File: config.mk
export PLATFORM = sky130hd
export DESIGN_NAME = crossing_sequencer
export DESIGN_NICKNAME = d
export VERILOG_FILES = /design/src/rtl/crossing_sequencer.sv
export SDC_FILE = /design/constraint.sdc
export NUM_CORES = 1
export LEC_CHECK = 0
export ABC_AREA = 1
export ABC_CLOCK_PERIOD_IN_PS = 1620
export CAP_MARGIN = 20
export CORE_ASPECT_RATIO = 0.8
export CORE_UTILIZATION = 38
export DETAILED_ROUTE_END_ITERATION = 6
export GPL_ROUTABILITY_DRIVEN = 0
export PLACE_DENSITY = 0.65
export SLEW_MARGIN = 20
export SYNTH_ARGS = -nofsm -noshare
export SYNTH_HDL_FRONTEND = slang
export SYNTH_SLANG_ARGS = --single-unit
File: constraint.sdc
create_clock -name clk -period 1.62 [get_ports clk]
set_input_delay 0.486 -clock clk [delete_from_list [all_inputs] [get_ports clk]]
set_output_delay 0.486 -clock clk [all_outputs]
set_load 0.02 [all_outputs]
File: src/rtl/crossing_sequencer.sv
// crossing_sequencer
// Sequencing controller for a two-track level crossing. Tracks occupancy on
// two approach tracks, runs the warning / lower / closed / raise sequence and
// supervises the gate limit switches with a timeout that latches a fault.
//
// Ports
//   clk            in   single clock, all state on rising edge
//   reset          in   synchronous, active-high
//   det_a, det_b   in   approach detector, track A / B (level)
//   clr_a, clr_b   in   exit (train-cleared) sensor, track A / B (level)
//   gate_down_ack  in   gate fully-down limit switch
//   gate_up_ack    in   gate fully-up limit switch
//   gate_cmd       out  00 hold, 01 lower, 10 raise
//   light          out  {red,yellow,green}, one-hot
//   state          out  current FSM state encoding
//   occupied       out  {track B, track A} occupancy flags
//   fault          out  sticky gate fault
module crossing_sequencer #(
  parameter int unsigned WARN_CYC     = 4,
  parameter int unsigned GATE_TIMEOUT = 8,
  parameter int unsigned CLEAR_HOLD   = 3
) (
  input  logic       clk,
  input  logic       reset,
  input  logic       det_a,
  input  logic       det_b,
  input  logic       clr_a,
  input  logic       clr_b,
  input  logic       gate_down_ack,
  input  logic       gate_up_ack,
  output logic [1:0] gate_cmd,
  output logic [2:0] light,
  output logic [2:0] state,
  output logic [1:0] occupied,
  output logic       fault
);

  localparam int unsigned MAX_WG = (WARN_CYC > GATE_TIMEOUT) ? WARN_CYC : GATE_TIMEOUT;
  localparam int unsigned MAX_ALL = (MAX_WG > CLEAR_HOLD) ? MAX_WG : CLEAR_HOLD;
  localparam int unsigned CW = $clog2(MAX_ALL + 1);

  localparam logic [CW-1:0] WARN_LAST  = CW'(WARN_CYC - 1);
  localparam logic [CW-1:0] GATE_LAST  = CW'(GATE_TIMEOUT - 1);
  localparam logic [CW-1:0] CLEAR_LAST = CW'(CLEAR_HOLD - 1);

  typedef enum logic [2:0] {
    IDLE   = 3'b000,
    WARN   = 3'b001,
    LOWER  = 3'b010,
    CLOSED = 3'b011,
    RAISE  = 3'b100,
    FAULT  = 3'b101
  } state_e;

  state_e        state_q, state_d;
  logic [CW-1:0] cnt_q, cnt_d;
  logic [1:0]    occ_q, occ_d;
  logic          busy;

  assign busy = |occ_q;

  // Detector wins over a simultaneous clear so a train is never lost.
  always_comb begin
    occ_d    = occ_q;
    occ_d[0] = det_a | (occ_q[0] & ~clr_a);
    occ_d[1] = det_b | (occ_q[1] & ~clr_b);
  end

  // State register
  always_ff @(posedge clk) begin
    if (reset) begin
      state_q <= IDLE;
      cnt_q   <= '0;
      occ_q   <= '0;
    end else begin
      state_q <= state_d;
      cnt_q   <= cnt_d;
      occ_q   <= occ_d;
    end
  end

  // Next-state and shared counter
  always_comb begin
    state_d = state_q;
    case (state_q)
      IDLE: begin
        if (busy) state_d = WARN;
      end
      WARN: begin
        if (!busy)                  state_d = IDLE;
        else if (cnt_q == WARN_LAST) state_d = LOWER;
      end
      LOWER: begin
        if (gate_down_ack)           state_d = CLOSED;
        else if (cnt_q == GATE_LAST) state_d = FAULT;
      end
      CLOSED: begin
        if (!busy && cnt_q == CLEAR_LAST) state_d = RAISE;
      end
      RAISE: begin
        if (busy)                    state_d = LOWER;
        else if (gate_up_ack)        state_d = IDLE;
        else if (cnt_q == GATE_LAST) state_d = FAULT;
      end
      FAULT:   state_d = FAULT;
      default: state_d = FAULT;
    endcase

    cnt_d = (cnt_q == '1) ? cnt_q : cnt_q + CW'(1);
    if (state_d != state_q) begin
      cnt_d = '0;
    end else if (state_q == CLOSED && busy) begin
      // The clear-hold window restarts whenever any track is occupied.
      cnt_d = '0;
    end
  end

  // Output decode from registered state only
  always_comb begin
    gate_cmd = 2'b00;
    light    = 3'b100;
    fault    = 1'b0;
    case (state_q)
      IDLE:   begin gate_cmd = 2'b00; light = 3'b001; end
      WARN:   begin gate_cmd = 2'b00; light = 3'b010; end
      LOWER:  begin gate_cmd = 2'b01; light = 3'b100; end
      CLOSED: begin gate_cmd = 2'b00; light = 3'b100; end
      RAISE:  begin gate_cmd = 2'b10; light = 3'b010; end
      default: begin gate_cmd = 2'b01; light = 3'b100; fault = 1'b1; end
    endcase
  end

  assign state    = state_q;
  assign occupied = occ_q;

endmodule
==> summary.md <==
| Metric | Value |
|---|---|
| Dpl cell area | `0.00104 mm^2` |
| Post-synth top area share | `26.5%` |
| Period utilization | `97.3%` |
| CTS sink cnt | `9` |
| Slew HR | `84.9%` |
| Largest net degree at the start of global routing | `7` |
| Clock power share | `25.4%` |
| Status | `finished clean` |
| Vias in the first global route | `715` |
| Post-route cell area | `0.00114 mm^2` |
| Fmax | `635 MHz` |
| Fin. max-slew vios | `0` |
| # IOs | `19` |
| Worst path arrival time | `1.09 ns` |
| Net Sw Frac | `33.6%` |
| Drt drc | `0` |
| Psw | `0.229 mW` |
| IO Port Bufs | `18` |
| Worst clock skew | `0.00132 ns` |
| Final nets | `168` |
| Sequential Power Share | `37.7%` |
| Setup TNS | `0 ns` |
| Global-route wire length before repair | `3110 um` |
| Final min period | `1.58 ns` |
| Worst Max-Slew Pin Slew | `0.224 ns` |
| # diodes | `0` |
| Die area | `0.00196 mm^2` |
| Worst-Skew Late Latency | `0.26 ns` |
| Clock root cell | `clkbuf_4` |
| Peak VDD IR | `0.563 mV` |
| Crit path kind | `register to output port` |
| Synth Register Bits | `9` |
| Top cells by area, synth | `dfxtp_1 (27%), nand2_1 (14%), nor2_1 (13%)` |
| Core footprint | `0.00164 mm^2` |
| Seq/Total Area, Yosys | `26.5%` |
| Slowest CP cell | `dfxtp_4` |
| WL/cell | `11.4 um` |
| CP Launch Type | `register` |
| Total power | `0.680 mW` |
| Synth area leader | `dfxtp_1` |
| FP Rows | `13` |
| CTS tree | `built` |
| Yosys Warn Count | `0` |
| Buffers and inverters on the worst path | `2` |
| Top cell family by delay on the critical path | `flip-flops` |
| CP endpoint kind | `output port` |
| Share of layout cells above drive strength 1 | `43.9%` |
| PD cells | `595 mW/mm^2` |
| Vias/cell | `4.56` |
| Hold Path Class | `register to register` |
| Die height | `39.8 um` |
| Setup-failing EPs final | `0` |
| Die Wd | `49.3 um` |
| Hold buffer count at cts | `0` |
| Internal power | `0.451 mW` |
| H-tree levels | `1` |
| Clk buf depth | `2` |
| Initial Utilization | `41.4%` |
| Total Routing Usage GR | `22.5%` |
| Worst-path fanout max | `6` |
| GRT overflow | `0` |
| Gate power share | `37.0%` |
| Post-place setup slack | `-0.240 ns` |
| Synth Instances | `112` |
| Worst Path Required | `1.13 ns` |
| Syn_nets | `122` |
| 1st-pass router iterations | `4` |
| CP max stage delay | `0.37 ns` |
| Post-route setup slack | `0.0444 ns` |
| Cell breakdown of the critical path | `inv_2 > nand2_2 > o22ai_1 > buf_4` |
| Synth Cell Area | `679 um^2` |
| Final number of hold-violating endpoints | `0` |
| Iteration-0 DRC Markers | `22` |
| Worst-path clk slew | `0.06 ns` |
| P&R area growth vs syn | `68.1%` |
| Maxcap violations | `0` |
| CTS Buf Count | `3` |
| Via Count | `817` |
| LEAKAGE | `0.601 nW` |
| Initial antenna violation count | `0` |
| Antenna Violating Nets Remaining | `0` |
| Syn avg cell area | `6.07 um^2` |
| DP HPWL | `1560 um` |
| Final WL | `2040 um` |
| Number of distinct library cells after synthesis | `22` |
-- cell families after synthesis --
family,after synthesis,share of synthesized area (%)
xor+xnor,1,1.29
mux,1,1.47
flops,9,26.5
buf+inv,15,8.29
compound gates,8,7.37
simple gates,76,51.4
fa+ha+maj,2,3.68
-- flip-flops by register name, indices dropped and copies added (netlist names) --
| register | flops |
|---|---|
| occupied | 2 |
| state | 3 |
| cnt_q | 4 |
-- worst register-to-register path, cell delays in order, from the launching register on --
cell	delay (ns)
dfxtp_2	0.33
ha_1	0.22
buf_4	0.15
nand2_2	0.08
nor2_2	0.05
nor2_1	0.09
nand3_1	0.08
nand2_1	0.06
nand2_1	0.06
nor2_2	0.12
nand2_2	0.08
nor2_1	0.10
-- final timing paths --
kind	slack, ns	end	start	depth (start not counted)
worst max-delay path	0.04	light[1]	state[0]	4
worst min-delay path	0.60	occupied[1]	occupied[1]	4
worst max register to register	0.13	cnt_q[2]	cnt_q[0]	11
worst min register to register	0.60	occupied[1]	occupied[1]	4
-- per-stage QoR --
stage	instances	utilization, %	hold WS, ns
after floorplan	112	-	0.514
after global placement	173	63.6	0.563
after detailed placement	173	63.6	0.570
after CTS	177	63.4	0.583
after global routing	179	69.5	0.640
final	179	69.5	0.598
-- synthesized netlist by cell type --
library cell  instances
nor2_2                4
nand3b_1              1
nor2_1               24
nand2_2               7
ha_1                  2
a21oi_2               1
a21oi_1               3
nand2_1              25
o22ai_1               1
nor3_1                1
dfxtp_1               9
inv_2                 4
mux2i_1               1
inv_1                11
nand3_2               1
nand3_1              10
a31oi_1               1
o21ai_2               1
nor2_4                1
xor2_1                1
o21ai_0               1
nand4_1               2
-- what timing repair did --
item                       4_1_cts  5_1_grt
pin swaps                        0       11
setup endpoints to repair       11        7
gates resized for setup         33       27
setup buffers                    0        2
-- routing by layer --
layer	global-route usage, %	wire length, um	vias up
met5	0	0	-
met4	11.0	16	0
met3	5.43	79	2
met2	34.6	915	18
met1	29.6	1020	354
li1	-	-	443
-- cell usage in the layout (no fill, tap or decap), types with 2 or more instances in the layout --
master / n
a21oi_1: 3
buf_2: 4
buf_4: 24
clkbuf_4: 3
clkdlybuf4s15_1: 2
clkdlybuf4s50_1: 5
dfxtp_1: 4
dfxtp_2: 4
dlygate4sd2_1: 3
dlymetal6s2s_1: 2
inv_1: 10
inv_2: 4
nand2_1: 22
nand2_2: 10
nand3_1: 8
nand3_2: 2
nand4_1: 2
nor2_1: 19
nor2_2: 7
nor2_4: 3
-- power groups by stage --
stage,registers (mW),clock network [mW],logic [mW]
floorplan,0.264,0,0.114
global placement,0.255,0,0.228
detailed placement,0.256,0,0.232
CTS,0.252,0.179,0.220
global route,0.258,0.194,0.278
finish,0.256,0.173,0.251
-- layout make-up --
| cell class | instances | area, um^2 |
|---|---|---|
| clock buffer | 4 | 26.3 |
| sequential | 9 | 189 |
| fill | 154 | 500 |
| timing repair buffer | 41 | 333 |
| tap | 22 | 27.5 |
| multi-input combinational | 88 | 508 |
| inverter | 15 | 58.8 |
No activity file was read; power rests on OpenSTA's default activity.
